===== config.mk =====
export PLATFORM = sky130hd
export DESIGN_NAME = dm_load_unit_flat
export DESIGN_NICKNAME = d
export VERILOG_FILES = /design/src/rtl/dm_load_unit_if.sv /design/src/rtl/dm_load_unit.sv /design/src/flat_wrapper.sv
export SDC_FILE = /design/constraint.sdc
export NUM_CORES = 1
export LEC_CHECK = 0
export ABC_AREA = 1
export CORE_MARGIN = 1
export CORE_UTILIZATION = 46
export DETAILED_ROUTE_END_ITERATION = 10
export PLACE_DENSITY_LB_ADDON = 0.05
export SLEW_MARGIN = 20
export SYNTH_ARGS = -nofsm -noshare
export SYNTH_HDL_FRONTEND = slang
export SYNTH_SLANG_ARGS = --single-unit

===== constraint.sdc =====
create_clock -name clk -period 2.1 [get_ports clk]
set_input_delay 0.315 -clock clk [delete_from_list [all_inputs] [get_ports clk]]
set_output_delay 0.315 -clock clk [all_outputs]
set_load 0.02 [all_outputs]

===== src/rtl/dm_load_unit_if.sv =====
// Load-path bundle: M-stage load request/result plus the data-memory read port.
// The load unit takes the master side; the pipeline and memory take the slave side.
interface dm_load_unit_if;
    localparam int unsigned XLEN = 32;

    logic            ld_valid;
    logic [2:0]      ld_type;
    logic [XLEN-1:0] ld_addr;
    logic            ld_stall;
    logic            ld_done;
    logic [XLEN-1:0] ld_data;
    logic            ld_err;
    logic            ld_exc;

    logic            m_data_rd_req;
    logic [XLEN-1:0] m_data_addr;
    logic            m_data_rvalid;
    logic [XLEN-1:0] m_data_rdata;

    modport master (
        input  ld_valid, ld_type, ld_addr, m_data_rvalid, m_data_rdata,
        output ld_stall, ld_done, ld_data, ld_err, ld_exc, m_data_rd_req, m_data_addr
    );

    modport slave (
        output ld_valid, ld_type, ld_addr, m_data_rvalid, m_data_rdata,
        input  ld_stall, ld_done, ld_data, ld_err, ld_exc, m_data_rd_req, m_data_addr
    );
endinterface


===== src/rtl/dm_load_unit.sv =====
// Memory-stage load unit: alignment check, word read over a strobe/valid handshake
// with timeout, then byte/halfword extraction with sign or zero extension.
module dm_load_unit #(
    parameter int unsigned TIMEOUT = 16
) (
    input  logic           clk,
    input  logic           reset,
    dm_load_unit_if.master bus
);
    localparam int unsigned XLEN  = 32;
    localparam int unsigned CNT_W = 8;

    localparam logic [2:0] LD_LW  = 3'd0;
    localparam logic [2:0] LD_LH  = 3'd1;
    localparam logic [2:0] LD_LHU = 3'd2;
    localparam logic [2:0] LD_LB  = 3'd3;
    localparam logic [2:0] LD_LBU = 3'd4;

    typedef enum logic [1:0] {S_IDLE, S_REQ, S_WAIT, S_DONE} state_t;

    state_t          state_q, state_d;
    logic [CNT_W-1:0] cnt_q, cnt_d;
    logic [2:0]      type_q, type_d;
    logic [1:0]      off_q, off_d;
    logic [XLEN-1:0] addr_q, addr_d;
    logic [XLEN-1:0] data_q, data_d;
    logic            req_q, req_d;
    logic            done_q, done_d;
    logic            err_q, err_d;
    logic            exc_q, exc_d;

    logic            legal_c;
    logic [XLEN-1:0] ext_c;
    logic [15:0]     half_c;
    logic [XLEN-1:0] byte_sh_c;
    logic [7:0]      byte_c;

    // Alignment / type legality of the incoming request
    always_comb begin
        legal_c = 1'b0;
        case (bus.ld_type)
            LD_LW:          legal_c = (bus.ld_addr[1:0] == 2'b00);
            LD_LH, LD_LHU:  legal_c = ~bus.ld_addr[0];
            LD_LB, LD_LBU:  legal_c = 1'b1;
            default:        legal_c = 1'b0;
        endcase
    end

    // Lane select and extension using the latched type and low address bits
    always_comb begin
        half_c    = off_q[1] ? bus.m_data_rdata[31:16] : bus.m_data_rdata[15:0];
        byte_sh_c = bus.m_data_rdata >> {off_q, 3'b000};
        byte_c    = byte_sh_c[7:0];
        ext_c     = bus.m_data_rdata;
        case (type_q)
            LD_LH:   ext_c = {{16{half_c[15]}}, half_c};
            LD_LHU:  ext_c = {16'h0000, half_c};
            LD_LB:   ext_c = {{24{byte_c[7]}}, byte_c};
            LD_LBU:  ext_c = {24'h000000, byte_c};
            default: ext_c = bus.m_data_rdata;
        endcase
    end

    always_ff @(posedge clk or negedge reset) begin
        if (!reset) begin
            state_q <= S_IDLE;
            cnt_q   <= '0;
            type_q  <= '0;
            off_q   <= '0;
            addr_q  <= '0;
            data_q  <= '0;
            req_q   <= 1'b0;
            done_q  <= 1'b0;
            err_q   <= 1'b0;
            exc_q   <= 1'b0;
        end else begin
            state_q <= state_d;
            cnt_q   <= cnt_d;
            type_q  <= type_d;
            off_q   <= off_d;
            addr_q  <= addr_d;
            data_q  <= data_d;
            req_q   <= req_d;
            done_q  <= done_d;
            err_q   <= err_d;
            exc_q   <= exc_d;
        end
    end

    // Pulse outputs are registered on the transition into the state they belong to
    always_comb begin
        state_d = state_q;
        cnt_d   = cnt_q;
        type_d  = type_q;
        off_d   = off_q;
        addr_d  = addr_q;
        data_d  = data_q;
        err_d   = err_q;
        req_d   = 1'b0;
        done_d  = 1'b0;
        exc_d   = 1'b0;
        case (state_q)
            S_IDLE: begin
                if (bus.ld_valid) begin
                    if (legal_c) begin
                        type_d  = bus.ld_type;
                        off_d   = bus.ld_addr[1:0];
                        addr_d  = {bus.ld_addr[31:2], 2'b00};
                        req_d   = 1'b1;
                        state_d = S_REQ;
                    end else begin
                        exc_d = 1'b1;
                    end
                end
            end
            S_REQ: begin
                cnt_d   = '0;
                state_d = S_WAIT;
            end
            S_WAIT: begin
                cnt_d = cnt_q + 1'b1;
                if (bus.m_data_rvalid) begin
                    data_d  = ext_c;
                    err_d   = 1'b0;
                    done_d  = 1'b1;
                    state_d = S_DONE;
                end else if (cnt_q == CNT_W'(TIMEOUT - 1)) begin
                    data_d  = '0;
                    err_d   = 1'b1;
                    done_d  = 1'b1;
                    state_d = S_DONE;
                end
            end
            S_DONE: begin
                state_d = S_IDLE;
            end
            default: state_d = S_IDLE;
        endcase
    end

    // Stall rises in the accepting cycle so the M stage holds the load in place
    assign bus.ld_stall      = (state_q == S_REQ) || (state_q == S_WAIT) ||
                               ((state_q == S_IDLE) && bus.ld_valid && legal_c);
    assign bus.m_data_rd_req = req_q;
    assign bus.m_data_addr   = addr_q;
    assign bus.ld_done       = done_q;
    assign bus.ld_data       = data_q;
    assign bus.ld_err        = err_q;
    assign bus.ld_exc        = exc_q;
endmodule

===== src/flat_wrapper.sv =====
// flat-port wrapper written by rule: the top's interface ports become plain ports
module dm_load_unit_flat 
#(
    parameter int unsigned TIMEOUT = 16
)
  (clk, reset, bus_ld_valid, bus_ld_type, bus_ld_addr, bus_m_data_rvalid, bus_m_data_rdata, bus_ld_stall, bus_ld_done, bus_ld_data, bus_ld_err, bus_ld_exc, bus_m_data_rd_req, bus_m_data_addr);
  dm_load_unit_if bus_i ();
  input  logic clk;
  input  logic reset;
  input wire logic [$bits(bus_i.ld_valid)-1:0] bus_ld_valid;
  input wire logic [$bits(bus_i.ld_type)-1:0] bus_ld_type;
  input wire logic [$bits(bus_i.ld_addr)-1:0] bus_ld_addr;
  input wire logic [$bits(bus_i.m_data_rvalid)-1:0] bus_m_data_rvalid;
  input wire logic [$bits(bus_i.m_data_rdata)-1:0] bus_m_data_rdata;
  output wire logic [$bits(bus_i.ld_stall)-1:0] bus_ld_stall;
  output wire logic [$bits(bus_i.ld_done)-1:0] bus_ld_done;
  output wire logic [$bits(bus_i.ld_data)-1:0] bus_ld_data;
  output wire logic [$bits(bus_i.ld_err)-1:0] bus_ld_err;
  output wire logic [$bits(bus_i.ld_exc)-1:0] bus_ld_exc;
  output wire logic [$bits(bus_i.m_data_rd_req)-1:0] bus_m_data_rd_req;
  output wire logic [$bits(bus_i.m_data_addr)-1:0] bus_m_data_addr;
  assign bus_i.ld_valid = bus_ld_valid;
  assign bus_i.ld_type = bus_ld_type;
  assign bus_i.ld_addr = bus_ld_addr;
  assign bus_i.m_data_rvalid = bus_m_data_rvalid;
  assign bus_i.m_data_rdata = bus_m_data_rdata;
  assign bus_ld_stall = bus_i.ld_stall;
  assign bus_ld_done = bus_i.ld_done;
  assign bus_ld_data = bus_i.ld_data;
  assign bus_ld_err = bus_i.ld_err;
  assign bus_ld_exc = bus_i.ld_exc;
  assign bus_m_data_rd_req = bus_i.m_data_rd_req;
  assign bus_m_data_addr = bus_i.m_data_addr;
  dm_load_unit #(.TIMEOUT(TIMEOUT)) u_core (.clk(clk), .reset(reset), .bus(bus_i));
endmodule

==> summary.md, run 1 <==
| Metric | Value |
|---|---|
| Crit path setup slack, layout | `0.216 ns` |
| DR pass1 iterations | `4` |
| DR vias/cell | `5.06` |
| GR Overflow Total | `0` |
| Antenna viol nets, final | `0` |
| Critical path fanouts, max | `2` |
| RSZ-0062 raised after global routing | `no` |
| Drt wl/cell | `13.7 µm` |
| Setup violators final | `0` |
| Pwr Density | `1480 mW/mm²` |
| Skew final | `0.0105 ns` |
| Syn Inst Count | `556` |
| Synthesized flop and latch total | `81` |
| Number of buffers created by CTS | `9` |
| Synth Flop Type | `dfrtp_1` |
| P_leak | `2.86 nW` |
| Cell Rows | `34` |
| Post-DP HPWL | `7990 µm` |
| CP endpoint kind | `primary output` |
| Via count | `4107` |
| Fill cell count | `729` |
| Final net count | `773` |
| Die height | `97.0 µm` |
| First-pass GRT wire length | `19100 µm` |
| Outcome | `finished, final reports clean` |
| H-tree depth | `3` |
| Post-CTS setup buffer count | `0` |
| Max Clk Rate | `0.531 GHz` |
| Design area | `0.00589 mm²` |
| GPL Wtd Cong | `0.868` |
| Clk Latency, worst-skew pair | `0.35 ns` |
| Ratio of final minimum period to clock period | `89.7%` |
| Initial antenna violation count | `0` |
| Netlist cell types | `31` |
| Port Buffer Count | `137` |
| Setup crit start kind | `input port` |
| EDFF count, synth | `0` |
| Largest net degree at the start of global routing | `45` |
| Ys async rst share | `100%` |
| GRT Total Usage | `24.8%` |
| Worst Hold Class | `in -> async` |
| Die width | `97.0 µm` |
| Synth top area share | `48.9%` |
| # diodes | `0` |
| Syn avg cell area | `7.46 µm²` |
| Crit path DAT | `1.57 ns` |
| Layout cells sized above 1 | `7.97%` |
| Clock buffer depth | `2` |
| CTS root buffer | `clkbuf_8` |
| Max-slew violations | `0` |
| YS warnings | `0` |
| I/O pin count | `140` |
| Full die area | `0.00940 mm²` |
| 1st-iter DRT viols | `194` |
| Required time worst endpoint | `1.78 ns` |
| Slew HR | `65.5%` |
| Number of global-route vias before repair | `4105` |
| Crit path kind | `in -> out` |
| Reg2reg start | `u_core.off_q[1]` |
| DRC violations left | `0` |
| Layout Utilization | `67.5%` |
| Post-place setup slack | `-0.238 ns` |
| CP Launch Point | `bus_ld_type[1]` |
| Core ar. | `0.00872 mm²` |
| Final Hold Viols | `0` |
| CTS clk-pin slew, worst paths | `0.08 ns` |
| Top-count cell post-synth | `nand2_1` |
| Leading area contributor after synthesis | `dfrtp_1` |
| Tmin final | `1.88 ns` |
| Clock sink count | `81` |
| Max Cap Viol | `0` |
| Area after DPL | `0.00567 mm²` |
| TritonCTS clock tree | `yes` |
| WHS | `0.475 ns` |
| Max IR drop VDD | `767 µV` |
| Ranking of synthesized cells by area | `dfrtp_1, nand2_1, o21ai_0` |
| Commonest cells post-synth | `nand2_1, dfrtp_1, o21ai_0` |
| Post-Route WL | `11100 µm` |
| Sequential share of the synthesized area | `48.9%` |
| Total power | `8.74 mW` |
| Area Overhead vs Synth | `41.9%` |
| Starting Density | `47.6%` |
| Worst slew pin tran | `0.517 ns` |
| Post-Syn Area | `0.00415 mm²` |
-- metal layers --
metal	track usage (%)	wire (µm)	up-vias
met5	0	0	-
met4	7.58	161	0
met3	6.65	763	13
met2	42.4	5380	137
met1	30.6	4780	1913
li1	-	-	2044
-- cell type report --
| class | instances | area (µm²) | area share (%) |
|---|---|---|---|
| Clock buffer | 11 | 151 | 2.57 |
| Clock inverter | 5 | 62.6 | 1.06 |
| Inverter | 40 | 155 | 2.63 |
| Multi-Input combinational cell | 409 | 1820 | 30.8 |
| Sequential cell | 81 | 2030 | 34.4 |
| Tap cell | 108 | 135 | 2.29 |
| Timing Repair Buffer | 157 | 1540 | 26.2 |
-- metrics by stage --
stage               instances  setup TNS [ns]
floorplan                 557               0
global placement          794          -0.207
detailed placement        794          -0.238
CTS                       811               0
global route              811               0
finish                    811               0
-- sequential cells by signal, summed over array words and instances, names as in the netlist --
name / count
u_core.off_q: 2
u_core.bus.ld_data: 32
u_core.bus.ld_err: 1
u_core.cnt_q: 8
u_core.bus.m_data_rd_req: 1
u_core.bus.m_data_addr: 30
u_core.bus.ld_done: 1
u_core.type_q: 3
u_core.state_q: 2
u_core.bus.ld_exc: 1
-- power by group --
| group | switching, mW | internal, mW | total, mW |
|---|---|---|---|
| Sequential | 0.405 | 2.21 | 2.61 |
| Combinational | 2.92 | 1.99 | 4.91 |
| Clock | 0.594 | 0.621 | 1.21 |
| Total | 3.92 | 4.82 | 8.74 |
-- what timing repair did --
item                                   in CTS  in global routing
resized for setup                           1                  3
endpoints found under the hold margin      37                  0
setup endpoints to repair                   1                  1
hold buffers                                1                  0
-- worst max-delay path, stage by stage --
cell and delay, ns:
clkdlybuf4s50_1 0.49, inv_1 0.06, nand2_1 0.08, o21bai_1 0.07
nand2_1 0.08, nand2_1 0.07, o21ai_0 0.19, clkbuf_2 0.21
-- cell usage in the layout (no fill, tap or decap), types with 2 or more instances in the layout --
cell,n
nand2_1,210
o21ai_1,13
nand3_1,42
clkdlybuf4s50_1,135
clkinv_4,2
nand2_2,4
ha_1,4
dfrtp_1,81
a21oi_1,15
o21ai_0,61
o211ai_1,2
inv_1,38
clkinvlp_4,2
clkbuf_8,11
conb_1,2
nor2_2,2
buf_12,2
or2_2,7
nor2_1,37
buf_4,18
-- logic make-up (layout without fill, tap and decap cells) --
group,after synthesis,count (layout),synth area share (%)
simple gates,308,308,30.5
fa+ha+maj,4,4,1.21
compound gates,95,95,11.9
flops,81,81,48.9
other cells,1,2,0.0904
buf+inv,67,213,7.45
-- path summary, 6_finish.rpt --
kind / to / slack [ns] / cells past startpoint
worst max-delay path: bus_ld_stall / 0.22 / 8
worst min-delay path: u_core.bus.ld_err / 0.47 / 2
worst max register to register: u_core.bus.ld_data[28] / 0.34 / 6
worst min register to register: u_core.bus.ld_data[28] / 0.48 / 2
max in group asynchronous: u_core.bus.m_data_addr[21] / 1.01 / 3
min in group clk: u_core.bus.ld_data[28] / 0.48 / 2
Power figures use the tool's default switching activity.
==> run 2: changes to the inputs <==
Settings changed: CORE_MARGIN 1 to 2.
==> summary.md, run 2 (synthesis gave the netlist of run 1 again) <==
| Metric | Value |
|---|---|
| Skew final | `0.0195 ns` |
| Design area | `0.00587 mm²` |
| CTS root buffer | `clkbuf_8` |
| Cells along the critical path | `clkdlybuf4s50_1, inv_1, nand2_1, o21bai_1, nand2_1, nand2_1, o21ai_0, dlygate4sd2_1` |
| Critical path fanouts, max | `3` |
| Core ar. | `0.00872 mm²` |
| Crit path capture | `bus_ld_stall` |
| Area Overhead vs Synth | `41.5%` |
| P_leak | `2.84 nW` |
| Full die area | `0.00980 mm²` |
| Largest net degree at the start of global routing | `50` |
| # diodes | `0` |
| Die width | `99.0 µm` |
| R2R Setup Slk | `0.32 ns` |
| Depth of the most critical reg-to-reg path | `6` |
| Tmin final | `1.99 ns` |
| Area after DPL | `0.00568 mm²` |
| Most common cell after layout, fill and taps aside | `nand2_1` |
| Drt wl/cell | `13.7 µm` |
| CTS clk-pin slew, worst paths | `0.10 ns` |
| Post-DP HPWL | `8110 µm` |
| DR vias/cell | `5.07` |
| Pwr Density | `1470 mW/mm²` |
| Number of buffers created by CTS | `9` |
| CP endpoint kind | `primary output` |
| Clock sink count | `81` |
| Starting Density | `47.6%` |
| Crit path kind | `in -> out` |
| GPL Wtd Cong | `0.891` |
| DRC violations left | `0` |
| Final Hold Viols | `0` |
| GR Overflow Total | `0` |
| Port Buffer Count | `137` |
| Antenna viol nets, final | `0` |
| H-tree depth | `3` |
| Crit path DAT | `1.67 ns` |
| Max Cap Viol | `0` |
| R2R Path End | `u_core.bus.ld_data[26]` |
| Max-slew violations | `0` |
| Max IR drop VDD | `803 µV` |
| CP delay by family, top | `buffers and inverters` |
| DR pass1 iterations | `5` |
| Crit path buf inv count | `3` |
| Worst path slowest cell | `clkdlybuf4s50_1` |
| Initial antenna violation count | `0` |
| CP Launch Point | `bus_ld_type[0]` |
| Required time worst endpoint | `1.78 ns` |
| Outcome | `finished, final reports clean` |
| Slowest stage delay, CP | `0.50 ns` |
| Final net count | `772` |
| GRT Total Usage | `23.2%` |
| Clock buffer depth | `2` |
| Worst Hold Class | `in -> async` |
| Number of global-route vias before repair | `4017` |
| TritonCTS clock tree | `yes` |
| Ratio of final minimum period to clock period | `94.6%` |
| Total power | `8.65 mW` |
| First-pass GRT wire length | `18400 µm` |
| Fill cell count | `753` |
| Reg2reg start | `u_core.off_q[1]` |
| Post-Route WL | `11000 µm` |
| I/O pin count | `140` |
| Setup tns final | `0 ns` |
| Setup crit start kind | `input port` |
| Max FFs per register | `32` |
| Crit path depth | `8` |
| 1st-iter DRT viols | `144` |
| Via count | `4105` |
| Setup violators final | `0` |
| Most numerous cell on the critical path | `nand2_1` |
| Clk Latency, worst-skew pair | `0.37 ns` |
| RSZ-0062 raised after global routing | `no` |
| Die height | `99.0 µm` |
| Layout cells sized above 1 | `7.42%` |
| Cell Rows | `34` |
| Max Clk Rate | `0.503 GHz` |
| Most frequent cells in the layout | `nand2_1, clkdlybuf4s50_1, dfrtp_1` |
-- run 2: changes by cell type in the layout (fill, tap and decap cells not counted), sizes merged --
cell / change
clkinvlp: +1
inv: -1
dlygate4sd2: +1
clkbuf: -2
buf: -1
-- run 2: worst min-delay path by stage --
stage | start | endpoint | slack, ns
after global routing | reset | u_core.bus.ld_data[20] | 0.47
after CTS | reset | u_core.bus.ld_data[20] | 0.44
after floorplan | reset | u_core.bus.ld_data[0] | 0.02
final | reset | u_core.bus.ld_data[4] | 0.44
after global placement | reset | u_core.bus.ld_data[18] | 0.28
after detailed placement | reset | u_core.bus.ld_data[18] | 0.29
-- run 2: per-stage QoR --
| step | cells | setup slack (ns) | hold WS [ns] | util, % |
|---|---|---|---|---|
| 6_report | 809 | 0.113 | 0.436 | 67.3 |
| 3_5_place_dp | 793 | -0.207 | 0.287 | 65.1 |
| 5_1_grt | 809 | 0.0243 | 0.467 | 67.3 |
| 3_3_place_gp | 793 | -0.216 | 0.283 | 65.1 |
| 2_1_floorplan | 557 | 0.379 | 0.0194 | - |
| 4_1_cts | 809 | 0.0883 | 0.445 | 67.3 |
-- run 2: cell type report --
class	count	area (µm²)	share of cell area, %
inverters	40	155	2.64
well taps	108	135	2.30
repair buffers	156	1550	26.4
flip-flops and latches	81	2030	34.5
multi-input cells	409	1820	31.0
clock buffers	10	128	2.17
clock inverters	5	57.6	0.981
-- run 2: what timing repair did --
item                                   4_1_cts  5_1_grt
buffers inserted                             0        0
gates resized for setup                      1        0
endpoints found under the hold margin       32        0
hold buffers                                 1        0
setup endpoints to repair                    1        0
-- run 2: where the power goes --
part	total, mW	switching (mW)	internal, mW
sequential	2.61	0.403	2.21
clock	1.13	0.584	0.541
combinational	4.91	2.91	2.00
-- run 2: per-layer routing --
| layer | vias up | GRT usage [%] | wire length, µm |
|---|---|---|---|
| li1 | 2041 | - | - |
| met4 | 0 | 8.22 | 188 |
| met2 | 144 | 39.3 | 5310 |
| met3 | 18 | 5.46 | 851 |
| met5 | - | 0 | 0 |
| met1 | 1902 | 29.0 | 4700 |
==> RTL edit 1, RTL diff (settings of run 2) <==
`addr_q` and `data_q` no longer have a reset.
--- a/src/rtl/dm_load_unit.sv
+++ b/src/rtl/dm_load_unit.sv
@@ -67,8 +67,6 @@
             cnt_q   <= '0;
             type_q  <= '0;
             off_q   <= '0;
-            addr_q  <= '0;
-            data_q  <= '0;
             req_q   <= 1'b0;
             done_q  <= 1'b0;
             err_q   <= 1'b0;
@@ -78,13 +76,16 @@
             cnt_q   <= cnt_d;
             type_q  <= type_d;
             off_q   <= off_d;
-            addr_q  <= addr_d;
-            data_q  <= data_d;
             req_q   <= req_d;
             done_q  <= done_d;
             err_q   <= err_d;
             exc_q   <= exc_d;
         end
+    end
+
+    always_ff @(posedge clk) begin
+        addr_q <= addr_d;
+        data_q <= data_d;
     end
 
     // Pulse outputs are registered on the transition into the state they belong to
Formal check against the unedited RTL: not equivalent (Yosys sat finds a counterexample within 4 cycles, from zero or initial values and one cycle with reset low).
==> RTL edit 1 against run 2 <==
Area after synthesis decreased by 5.9%. Utilization increased by 1.9 points. Cell area decreased by 3.2%. Setup slack improved by 0.029 ns. Sequential cell count unchanged. Total power decreased by 25%. Wire length decreased by 11%. Synthesized cell count decreased by 24%. Largest cell class unchanged.
==> RTL edit 1: results (changes against run 2) <==
Global route
  • Largest net degree at the start of global routing: 41 (-18%)
  • Total Routing Usage GR: 22.0% (-1.2 points)
  • Number of global-route vias before repair: 3139 (-22%)

Routing
  • Initial DRC count: 194 (+35%)
  • Post-Route WL: 9.79 mm (-11%)
  • Via count: 3380 (-18%)
  • Drt first pass iters: 4 (-1)
  • Routed vias/inst: 4.96 (-2.3%)

Placement
  • Detail Placement HPWL: 7.19 mm (-11%)
  • Final Wtd Congestion: 0.879 (-1.3%)
  • Cells after DPL: 666 (-16%)
  • Dpl cell area: 5480 sq um (-3.5%)

Layout
  • Share of cells above drive strength 1: 10.1% (+2.6 points)

Power
  • Clk. pwr: 1.20 mW (+6%)
  • Max VDD drop: 0.000647 V (-19%)
  • P_leak: 2.39 nW (-16%)

STA
  • Final hold slack: 0.303 ns (-0.132 ns)
  • Clk_skew: 0.0107 ns (-0.00877 ns)

Critical path
  • Critical Path AT: 1.64 ns (-0.03 ns)
  • Worst R2R Path Depth: 5 (-1)
  • R2R Path Start: u_core.state_q[0]
  • Worst reg2reg endpoint: u_core.bus.ld_data[8]
  • Flop-to-flop setup slack: 0.45 ns (+0.13 ns)

Synth
  • Cell variety after synth: 25 (-19%)
  • Post-synth top cells: 163 x nand2_1, 62 x edfxtp_1, 43 x o21ai_0
  • Post-synth EDFFs: 62 (+62)

Status
  • Outcome: completed
-- RTL edit 1: cell types whose count changed after synthesis, moves of 13 or more --
cell      change
edfxtp_1     +62
dfrtp_1      -62
o21ai_0      -18
nand2_1      -47
o21ai_1      -13
nor2_1       -23
nand3_1      -21
-- RTL edit 1: worst max path at each step --
stage / startpoint / to / slack (ns)
6_report: bus_ld_type[1] / bus_ld_stall / 0.14
5_1_grt: bus_ld_type[0] / bus_ld_stall / 0.06
2_1_floorplan: u_core.state_q[0] / u_core.bus.ld_data[0] / 0.22
4_1_cts: bus_ld_type[1] / bus_ld_stall / 0.14
3_3_place_gp: bus_ld_type[1] / bus_ld_stall / -0.09
3_5_place_dp: bus_ld_type[1] / bus_ld_stall / -0.13
-- RTL edit 1: kinds of logic after synthesis --
group	Yosys count	share of synthesized area (%)
AOI/OAI and AO/OA	72	10.5
adders and majority gates	4	1.28
buffers and inverters	54	6.47
DFF	81	59.9
other	1	0.0960
and+or+nand+nor	209	21.8
-- RTL edit 1: metal layers --
metal / share of wire [%] / global-route usage (%) / vias up
li1: - / - / 1696
met1: 44 / 30.3 / 1534
met2: 47 / 35.0 / 138
met3: 7.8 / 4.70 / 12
met4: 1.5 / 6.67 / 0
met5: 0 / 0 / -
-- RTL edit 1: area by class of cell --
class | instances | area, sq um
Tap cell | 105 | 131
Clock buffer | 9 | 124
Timing Repair Buffer | 156 | 1540
Clock inverter | 7 | 86.3
Sequential cell | 81 | 2340
Fill cell | 688 | 2530
Multi-Input combinational cell | 287 | 1330
Inverter | 37 | 141
-- RTL edit 1: worst max-delay path, cell delays in order --
cell and delay, ns:
clkdlybuf4s50_1 0.46, o21ai_0 0.27, nand2_1 0.10, o21ai_0 0.14
dlygate4sd2_1 0.35
==> RTL edit 2, RTL diff (config.mk and constraints of run 2) <==
Without the edit above. Change the localparam `CNT_W` from 8 to 10.
--- a/src/rtl/dm_load_unit.sv
+++ b/src/rtl/dm_load_unit.sv
@@ -8,7 +8,7 @@
     dm_load_unit_if.master bus
 );
     localparam int unsigned XLEN  = 32;
-    localparam int unsigned CNT_W = 8;
+    localparam int unsigned CNT_W = 10;
 
     localparam logic [2:0] LD_LW  = 3'd0;
     localparam logic [2:0] LD_LH  = 3'd1;
Formal check against the unedited RTL: same outputs for any inputs over 4 cycles, from zero or initial values and one cycle with reset low; that may be too few to reach the edited logic, so the function may still have changed.
==> RTL edit 2 against run 2 <==
Total power up 5.2%. Area after synthesis up 6.7%. Combinational power up 6.3%. Sequential power up 2%. Cell area up 4.9%. Final cell count up 4.2%. Sequential cell count up 2. Wire length up 6.7%. Hold slack better by 0.0044 ns. Setup slack better by 0.0081 ns.
==> RTL edit 2: results (changes against run 2) <==
Status
  • Outcome: completed

Synth
  • Post-synth top cells: 211 x nand2_1, 83 x dfrtp_1, 40 x inv_1
  • Cell variety after synth: 35 (+13%)
  • Number of synthesized register bits: 83 (+2.5%)
  • Top cells by area in the synthesized netlist: dfrtp_1 47%, nand2_1 18%, o21ai_1 4.1%, nand3_2 3.8%, inv_1 3.4%
  • Post-synth ARST share: 100% (unchanged)
  • Yosys warns: 0 (unchanged)
  • Seq/Total Area, Yosys: 46.9% (-1.9 points)

Global route
  • First-pass GRT wire length: 19.1 mm (+4.1%)
  • Met1 Usage GRT: 30.4% (+1.4 points)
  • Grt met3 use: 5.27% (-0.19 points)
  • GRT met2 Usage: 39.3% (about the same)
  • Largest net degree at the start of global routing: 35 (-30%)
  • Total grt overflow: 0 (unchanged)
  • Total Routing Usage GR: 23.5% (+0.31 points)
  • Initial antenna violation count: 0 (unchanged)

Layout
  • Layout Nets: 784 (+1.6%)
  • Max FFs per register: 32 (unchanged)
  • Diodes inserted: 0 (unchanged)
  • Share of cells above drive strength 1: 10.4% (+2.9 points)

Critical path
  • CP Launch Point: u_core.state_q[0]
  • CP max FO: 4 (+1)
  • R2R Path Start: u_core.off_q[1]
  • Slowest cell on the critical path: dfrtp_1
  • Critical Path AT: 1.66 ns
  • Worst path max stage delay: 0.39 ns (-0.11 ns)
  • Worst R2R Path Depth: 7 (+1)

CTS
  • Maximum clock insertion buffer count: 2 (unchanged)
  • CTS Root Cell: clkbuf_8
  • Clock Pin Slew Worst Setup and Hold Paths: 0.09 ns
  • H-tree levels: 3 (unchanged)
  • Clock Latency Late Sink: 0.35 ns (-0.02 ns)
  • Cts bufs inserted: 9 (unchanged)

Routing
  • Via count: 4208 (+2.5%)
  • Post-Route WL: 11.8 mm (+6.7%)
  • Initial DRC count: 200 (+39%)
  • Drt first pass iters: 5 (unchanged)

Placement
  • Detail Placement HPWL: 8.67 mm (+6.8%)
  • Port Buf Inserts: 137 (unchanged)
  • Dpl cell area: 5940 sq um (+4.6%)
  • Final Wtd Congestion: 0.898 (+0.81%)

Power
  • P_leak: 2.97 nW (+4.6%)
  • Max VDD drop: 0.000717 V (-11%)

STA
  • Clk_skew: 0.0101 ns (-0.00938 ns)

Min path
  • Worst min path class: input port to asynchronous set/reset pin
-- RTL edit 2: logic make-up after synthesis --
kind of cell | Yosys count | synth area share [%]
simple gates | 313 | 32.1
compound gates | 95 | 11.3
flops | 83 | 46.9
buf+inv | 72 | 8.22
fa+ha+maj | 4 | 1.13
xor+xnor | 1 | 0.198
other cells | 1 | 0.0847
-- RTL edit 2: final timing paths --
| path | to | slack [ns] |
|---|---|---|
| min in group clk | u_core.bus.ld_data[12] | 0.48 |
| worst min-delay path | u_core.bus.ld_data[14] | 0.44 |
| worst max register to register | u_core.bus.ld_data[21] | 0.29 |
| max in group asynchronous | u_core.bus.m_data_addr[6] | 0.99 |
| worst max-delay path | bus_ld_stall | 0.12 |
| worst min register to register | u_core.bus.ld_data[12] | 0.48 |
-- RTL edit 2: power breakdown --
group / internal [mW] / leakage (nW) / switching (mW)
Clock: 0.595 / 0.0999 / 0.634
Combinational: 2.06 / 1.82 / 3.16
Sequential: 2.25 / 1.05 / 0.407
-- RTL edit 2: area by class of cell --
type | instances | area [sq um]
Fill cell | 828 | 3130
Sequential cell | 83 | 2080
Multi-Input combinational cell | 415 | 1990
Timing Repair Buffer | 155 | 1540
Inverter | 45 | 174
Tap cell | 129 | 161
Clock buffer | 10 | 138
Clock inverter | 6 | 71.3
-- RTL edit 2: repair_timing --
action,CTS,global route
buffers inserted,0,0
hold endpoints to repair,32,0
endpoints found under the setup margin,1,0
hold buffers,1,0
resized for setup,1,0
-- RTL edit 2: per-layer routing --
layer	up-vias	wire (um)	share of wire (%)
met4	0	171	1.5
met2	160	5620	48
met1	1943	5100	43
li1	2092	-	-
met3	13	892	7.6
met5	-	0	0
-- RTL edit 2: through the flow --
step	cells	util (%)	power (mW)	TNS, ns	worst slack [ns]
global placement	826	63.9	7.82	-0.138	-0.138
CTS	843	66.3	9.18	0	0.101
detailed placement	826	63.9	7.93	-0.169	-0.169
global route	843	66.3	9.78	0	0.0158
floorplan	570	-	6.13	0	0.370
finish	843	66.3	9.10	0	0.121
-- RTL edit 2: critical path: cells and delay by family (launching register included) --
kind	cells	cell delay, ns
compound gates	1	0.10
fa+ha+maj	1	0.25
buf+inv	3	0.57
flops	1	0.39
